$ cat src/rtl/row_receiver.sv
// Receiving end of the row-transfer link.
// Requests one row at a time with a single-cycle send pulse, collects the row
// MSB-first as WORD_W-bit words over a valid/ready bus, and hands the assembled
// row to the consumer over a valid/ready handshake. After NUM_ROWS rows it
// parks in FINISH with done high until the next start.
//
// Ports:
//   clk         rising-edge clock
//   rst         asynchronous active-low reset
//   start       begin a new image (honoured only in IDLE or FINISH)
//   word_in     incoming word from the transmitter
//   word_valid  word_in carries a valid word
//   word_ready  receiver accepts word_in this cycle
//   send        one-cycle request for the next row
//   row_out     assembled row, first word in the MSBs
//   row_valid   row_out complete and stable
//   row_ready   consumer takes row_out
//   row_index   index of the row being collected or held
//   done        all NUM_ROWS rows delivered
module row_receiver #(
  parameter  int unsigned ROW_W    = 480,
  parameter  int unsigned WORD_W   = 16,
  parameter  int unsigned NUM_ROWS = 30,
  localparam int unsigned WORDS    = ROW_W / WORD_W,
  localparam int unsigned IDX_W    = (NUM_ROWS > 1) ? $clog2(NUM_ROWS) : 1
) (
  input  logic              clk,
  input  logic              rst,
  input  logic              start,
  input  logic [WORD_W-1:0] word_in,
  input  logic              word_valid,
  output logic              word_ready,
  output logic              send,
  output logic [ROW_W-1:0]  row_out,
  output logic              row_valid,
  input  logic              row_ready,
  output logic [IDX_W-1:0]  row_index,
  output logic              done
);

  localparam int unsigned CNT_W = (WORDS > 1) ? $clog2(WORDS) : 1;

  localparam logic [2:0] S_IDLE    = 3'd0;
  localparam logic [2:0] S_REQ     = 3'd1;
  localparam logic [2:0] S_COLLECT = 3'd2;
  localparam logic [2:0] S_HOLD    = 3'd3;
  localparam logic [2:0] S_FINISH  = 3'd4;

  logic [2:0]       state_q, state_d;
  logic [CNT_W-1:0] cnt_q, cnt_d;
  logic [IDX_W-1:0] idx_q, idx_d;
  logic [ROW_W-1:0] row_q, row_d;
  logic             send_q, send_d;
  logic             word_ready_q, word_ready_d;
  logic             row_valid_q, row_valid_d;
  logic             done_q, done_d;

  // State and datapath registers.
  always_ff @(posedge clk or negedge rst) begin
    if (!rst) begin
      state_q      <= S_IDLE;
      cnt_q        <= '0;
      idx_q        <= '0;
      row_q        <= '0;
      send_q       <= 1'b0;
      word_ready_q <= 1'b0;
      row_valid_q  <= 1'b0;
      done_q       <= 1'b0;
    end else begin
      state_q      <= state_d;
      cnt_q        <= cnt_d;
      idx_q        <= idx_d;
      row_q        <= row_d;
      send_q       <= send_d;
      word_ready_q <= word_ready_d;
      row_valid_q  <= row_valid_d;
      done_q       <= done_d;
    end
  end

  // Next-state, word capture and row-index sequencing.
  always_comb begin
    state_d = state_q;
    cnt_d   = cnt_q;
    idx_d   = idx_q;
    row_d   = row_q;

    case (state_q)
      S_IDLE: begin
        if (start) begin
          idx_d   = '0;
          state_d = S_REQ;
        end
      end

      S_REQ: begin
        cnt_d   = '0;
        state_d = S_COLLECT;
      end

      S_COLLECT: begin
        if (word_valid && word_ready_q) begin
          // Constant-index slices keep the write decoder a plain one-hot mux.
          for (int unsigned k = 0; k < WORDS; k++) begin
            if (cnt_q == CNT_W'(k)) begin
              row_d[ROW_W-1-k*WORD_W -: WORD_W] = word_in;
            end
          end
          if (cnt_q == CNT_W'(WORDS - 1)) begin
            state_d = S_HOLD;
          end else begin
            cnt_d = cnt_q + CNT_W'(1);
          end
        end
      end

      S_HOLD: begin
        if (row_ready) begin
          if (idx_q == IDX_W'(NUM_ROWS - 1)) begin
            state_d = S_FINISH;
          end else begin
            idx_d   = idx_q + IDX_W'(1);
            state_d = S_REQ;
          end
        end
      end

      S_FINISH: begin
        if (start) begin
          idx_d   = '0;
          state_d = S_REQ;
        end
      end

      default: begin
        state_d = S_IDLE;
      end
    endcase

    // Outputs are registered copies of the state being entered, so each one
    // is high for exactly the cycles spent in its state.
    send_d       = (state_d == S_REQ);
    word_ready_d = (state_d == S_COLLECT);
    row_valid_d  = (state_d == S_HOLD);
    done_d       = (state_d == S_FINISH);
  end

  assign word_ready = word_ready_q;
  assign send       = send_q;
  assign row_out    = row_q;
  assign row_valid  = row_valid_q;
  assign row_index  = idx_q;
  assign done       = done_q;

endmodule

$ cat config.mk
export PLATFORM = sky130hd
export DESIGN_NAME = row_receiver
export DESIGN_NICKNAME = d
export VERILOG_FILES = /design/src/rtl/row_receiver.sv
export SDC_FILE = /design/constraint.sdc
export NUM_CORES = 1
export LEC_CHECK = 0
export CORE_ASPECT_RATIO = 0.5
export CORE_UTILIZATION = 49
export CTS_BUF_LIST = sky130_fd_sc_hd__clkbuf_4 sky130_fd_sc_hd__clkbuf_8 sky130_fd_sc_hd__clkbuf_16
export DETAILED_ROUTE_END_ITERATION = 16
export HOLD_SLACK_MARGIN = 0.08
export PLACE_DENSITY = 0.81
export SLEW_MARGIN = 25
export SYNTH_ARGS = -nofsm -noshare
export SYNTH_HDL_FRONTEND = slang
export SYNTH_SLANG_ARGS = --single-unit
$ cat constraint.sdc
create_clock -name clk -period 2.8 [get_ports clk]
set_clock_uncertainty 0.1 [all_clocks]
set_input_delay 0.56 -clock clk [delete_from_list [all_inputs] [get_ports clk]]
set_output_delay 0.56 -clock clk [all_outputs]
set_load 0.02 [all_outputs]
==> reports/metrics.cfg <==
[timing]
rsz0062_at_grt=false
period_share=0.902
tightest_slew_ns=0.752
finalSetupViolCount=0
hold_viol=0
slew_viol_final=0
relSlewSlack=0.495
max_freq_ghz=0.396
post-route-min-period_ns=2.53
setup_tns_ns=0

[die]
fp.dieW_um=282
die_area_um2=40000
fp-row-count=50
coreArea_um2=38000
initial_utilization=0.506
io_pins=510
dieHeight_um=142

[clocking]
cts_root_buf=clkbuf_16
post_cts_buffers=0
cts_tree=done
clockBufferDepth=3
htree_levels=2
worstSkewPairLatency_ns=0.53
clock_sinks=497
numCtsBuffers=43
cts.clk_slew.worst_paths_ns=0.07

[detailed_routing]
wirelength_mm=57.9
drcViolationCount=0
vias=12300
drt_iter0_drc=747
first_pass_iters=4
wire_per_inst_um=25.5
antenna_left=0
via_per_inst=5.43

[synth]
synth-edff-count=0
synth_top_flop_cell=dfrtp_1
synth_cell_types=44
ys_seq_area_frac=0.648
syn_inst=1184
syn_nets=1212
async_flop_share=1.00
yosysWarnings=0
syn_area_um2=19200
avgSynthCellArea_um2=16.2
synth-seq-cells=497

[finish]
nets=1743
final_cells=2265
layout-drive-gt1-share=0.373
layout_commonest_cell=clkdlybuf4s50_1
layout_common_cells=clkdlybuf4s50_1 (508), dfrtp_1 (497), mux2_2 (456)
syn2layout_area_growth_pct=40.6

[global_route]
grt_pass1_wl_mm=85.6
gr-total-overflow=0
antenna_found_initial=1
grt_pass1_vias=13400
grt_start_max_net_pins=73
grtUsageTotal=0.289

[placement]
hpwl_mm=40.5
place_inst=2189
port_buffers=509
place.gp.congestion=0.848

[critical_path]
path_max_fanout=16
r2r_cells=7
r2r_slack_ns=0.27
start_kind=register
endpoint_kind=register
crit_type=reg2reg
crit_arrival_ns=2.84
reg2reg_to=row_out[47]
reg2reg_from=state_q[0]
worstPathRequired_ns=3.11

[pwr]
p_int_mw=12.9
seq_power_share=0.456
power_density_nw_per_um2=649
worst_ir_drop_vdd_mv=0.440
p_leak_nw=12.9
clockPowerShare=0.373
power_frac_comb=0.171
sw_frac_of_total=0.264
netSwitchingPower_mw=4.63

[worst_hold_path]
min_from=row_out[186]
hp-class=reg2reg
holdPathEnd=row_out[186]
hold_depth=1

[run]
maxCapViolCount=0

[run_status]
outcome=complete, no violations

==> layer usage <==
metal,track usage,up-vias,share of wire
met5,0,-,0
met4,0.152,0,0.058
met3,0.0442,176,0.034
met2,0.514,351,0.53
met1,0.342,6573,0.38
li1,-,5201,-
==> how the worst max path moves through the flow <==
| stage | start | to | slack (ns) |
|---|---|---|---|
| after global routing | state_q[0] | row_out[33] | 0.11 |
| final | state_q[0] | row_out[47] | 0.27 |
| after floorplan | cnt_q[2] | row_out[229] | 0.56 |
| after detailed placement | word_valid | row_out[251] | 0.05 |
| after CTS | state_q[0] | row_out[47] | 0.27 |
| after global placement | word_valid | row_out[41] | 0.08 |
==> layout make-up <==
class	instances	area (µm²)
diodes	1	2.50
clock buffers	59	1250
clock inverters	15	290
fillers	2482	11000
inverters	6	22.5
multi-input cells	585	6260
flip-flops and latches	497	12400
well taps	520	651
repair buffers	582	6080
==> critical path, stage by stage, from the launching register on <==
cell and delay (ns):
dfrtp_1 0.48, nor3b_2 0.53, buf_4 0.24, nand4_1 0.15, buf_4 0.19, nor2_2 0.17, buf_12 0.19, mux2_2 0.34
==> kinds of logic (layout without fill, tap and decap cells) <==
logic type | Yosys count | in the layout | synth area share
compound gates | 15 | 15 | 0.00482
other cells | 0 | 1 | 0
mux | 485 | 485 | 0.288
simple gates | 78 | 78 | 0.0288
buf+inv | 102 | 662 | 0.0261
flops | 497 | 497 | 0.648
fa+ha+maj | 7 | 7 | 0.00456
==> stage by stage <==
step                      power [mW]  area [µm²]  worst slack (ns)  utilization  hold slack, ns
after floorplan                 9.51       19200             0.556            -           0.164
after global placement          11.0       25400            0.0817        0.670           0.377
after detailed placement        11.1       25400            0.0528        0.670           0.386
after CTS                       17.6       27000             0.274        0.711           0.397
after global routing            18.1       27000             0.112        0.711           0.412
final                           17.5       27000             0.273        0.711           0.397
==> power by group through the flow <==
stage	sequential, mW	clock, mW	combinational (mW)
after global routing	8.04	6.93	3.12
after detailed placement	8.12	0	2.98
after global placement	8.08	0	2.90
after floorplan	8.63	0	0.879
after CTS	7.98	6.63	3.00
final	7.99	6.54	2.99
==> flip-flops by register name, indices dropped and copies added (netlist names) <==
register,cells
state_q,3
word_ready,1
row_index,5
row_valid,1
send,1
row_out,480
done,1
cnt_q,5
==> synth_stat cells, drive strengths merged (5+ instances only) <==
cell type  count  area share
buf           43       0.014
nor2          10      0.0027
o21ai          5      0.0013
ha             7      0.0046
dfrtp        497        0.65
inv            6      0.0012
nand2          8      0.0020
nor3           5      0.0027
mux2         481        0.29
clkbuf        53       0.010
nand4          7      0.0023
nand3         17      0.0070
==> what timing repair did <==
item,in CTS,in global routing
gates resized for setup,0,0
endpoints found under the hold margin,55,0
hold buffers,1,0
No activity file was read; power rests on OpenSTA's default activity.
==> RTL edit: new RTL, same flow settings <==
Set the parameter `NUM_ROWS` to 15 (it was 30).
--- a/src/rtl/row_receiver.sv
+++ b/src/rtl/row_receiver.sv
@@ -20,7 +20,7 @@
 module row_receiver #(
   parameter  int unsigned ROW_W    = 480,
   parameter  int unsigned WORD_W   = 16,
-  parameter  int unsigned NUM_ROWS = 30,
+  parameter  int unsigned NUM_ROWS = 15,
   localparam int unsigned WORDS    = ROW_W / WORD_W,
   localparam int unsigned IDX_W    = (NUM_ROWS > 1) ? $clog2(NUM_ROWS) : 1
 ) (
Ports: changed (resized row_index); port bits go from 510 to 509. No check against the original RTL was run, so the function may have changed too.
==> RTL edit against the unedited design <==
Area after synthesis fell by 1.3%; worst setup slack improved by 0.21 ns; hold slack gained 0.0067 ns; maximum frequency grew 9.3%; cell count barely moved; power rose by 17%; routed wire length shrank 1.1%; sequential cell count is 1 lower; combinational power rose by 83%; final area is 1.3% lower; global-route usage grew 0.18 points.
==> RTL edit: results <==
metrics = {
    "yosys": {
        "synth_ff_type": "dfrtp_1",
        "seq_area_frac_synth": 0.6546,
        "synthTopCellsByArea": "dfrtp_1, mux2_2, clkbuf_1",
        "synth.distinct_cells": 36,
        "synth_commonest_cells": "dfrtp_1, mux2_2, clkbuf_1",
        "synth-warning-count": 0,
        "synth_nets": 1207,
        "async_reset_ff_frac": 1.000,
    },
    "critical_path": {
        "path_max_fanout": 5,
        "slowest_delay_ns": 0.67,
        "cp.arrival_ns": 1.65,
        "rrSetupSlack_ns": 0.50,
        "slowest_stage": "clkdlybuf4s50_1",
        "worstReg2RegStart": "cnt_q[1]",
        "critical_path.top_delay_family": "buffers and inverters",
        "rr_worst_depth": 7,
        "r2r-end": "row_index[3]",
    },
    "clocking": {
        "cts_root_buf": "clkbuf_16",
        "numCtsBuffers": 44,
        "path_clk_slew_ns": 0.06,
        "cts.path.max_buffers": 3,
        "cts_max_level": 2,
        "insertion_delay_ns": 0.55,
    },
    "global_routing": {
        "grt_pass1_wl_um": 85950,
        "grt_pass1_vias": 13445,
        "grt_util_all_layers": 0.2912,
        "grt_start_max_net_pins": 105,
        "grt_antenna_before_repair": 0,
    },
    "min_path": {
        "hold_path_startpoint": "row_out[454]",
        "hold_depth": 1,
        "worst_hold_path_type": "flop to flop",
        "whs_endpoint": "row_out[454]",
    },
    "layout": {
        "largest_reg_flops": 480,
        "layout-drive-gt1-share": 0.3739,
        "finalNetCount": 1739,
        "final.fill_count": 2473,
    },
    "place": {
        "hpwl_um": 39800,
        "gp_congestion": 0.8528,
        "port_buffers": 508,
    },
    "detailed_routing": {
        "wl_um": 57200,
        "viasPerCell": 5.416,
        "dr.first_iter.drc_count": 655,
        "firstDrtPassIters": 4,
    },
    "sta": {
        "hold_ws_ns": 0.4039,
        "slew-limit-headroom": 0.6252,
    },
    "pwr": {
        "p_leak_nw": 12.55,
        "ir_drop_mv": 0.4649,
    },
    "outcome": {
        "status": "complete, no violations",
    },
}
-- RTL edit: area by class of cell --
| cell class | count | area share |
|---|---|---|
| Sequential cell | 496 | 0.4660 |
| Antenna cell | 2 | 0.0001879 |
| Multi-Input combinational cell | 587 | 0.2290 |
| Clock buffer | 68 | 0.05177 |
| Timing Repair Buffer | 573 | 0.2227 |
| Tap cell | 520 | 0.02443 |
| Clock inverter | 11 | 0.004604 |
| Inverter | 9 | 0.001268 |
-- RTL edit: repair_timing --
item	4_1_cts	5_1_grt
hold endpoints to repair	42	0
hold buffers	1	0
resized for setup	0	0
buffers inserted	0	0
-- RTL edit: routing by layer --
layer / vias to the layer above / share of wire / GRT usage
met5: - / 0 / 0
met4: 0 / 0.056 / 0.1487
met3: 158 / 0.040 / 0.04359
met2: 385 / 0.52 / 0.5208
met1: 6560 / 0.38 / 0.3433
li1: 5169 / - / -
-- RTL edit: per-stage QoR --
stage          std cells  utilization  area (um2)  setup WS (ns)
2_1_floorplan       1179            -       18960         0.6335
3_3_place_gp        2184       0.6658       25120         0.1447
3_5_place_dp        2184       0.6658       25120        0.06520
4_1_cts             2264       0.7059       26630         0.4728
5_1_grt             2264       0.7059       26630         0.3589
6_report            2266       0.7060       26630         0.4883
-- RTL edit: how the worst max path moves through the flow --
stage                 startpoint           end  slack (ns)  depth (start not counted)
floorplan               cnt_q[0]  row_out[229]        0.63                          6
global placement      word_valid  row_out[372]        0.14                          7
detailed placement    word_valid  row_out[126]        0.07                          7
CTS                 row_index[1]  row_index[1]        0.47                          1
global route            cnt_q[1]  row_index[2]        0.36                          8
finish              row_index[1]  row_index[1]        0.49                          1
-- RTL edit: report_power, final --
group          leakage (nW)  internal [mW]  switching (mW)
sequential             6.79           8.18           0.645
clock                 0.757           3.59            2.68
combinational          5.00           2.64            2.83
total                  12.6           14.4            6.16
-- RTL edit: cell families after synthesis --
kind of cell             after synthesis  share of synthesized area
AO/OA/AOI/OAI                         17                   0.005873
XOR/XNOR                               2                  0.0009240
adder cells (fa/ha/maj)                7                   0.004619
buffers and inverters                 96                    0.02369
flip-flops                           496                     0.6546
multiplexers                         481                     0.2856
AND/OR/NAND/NOR                       80                    0.02468
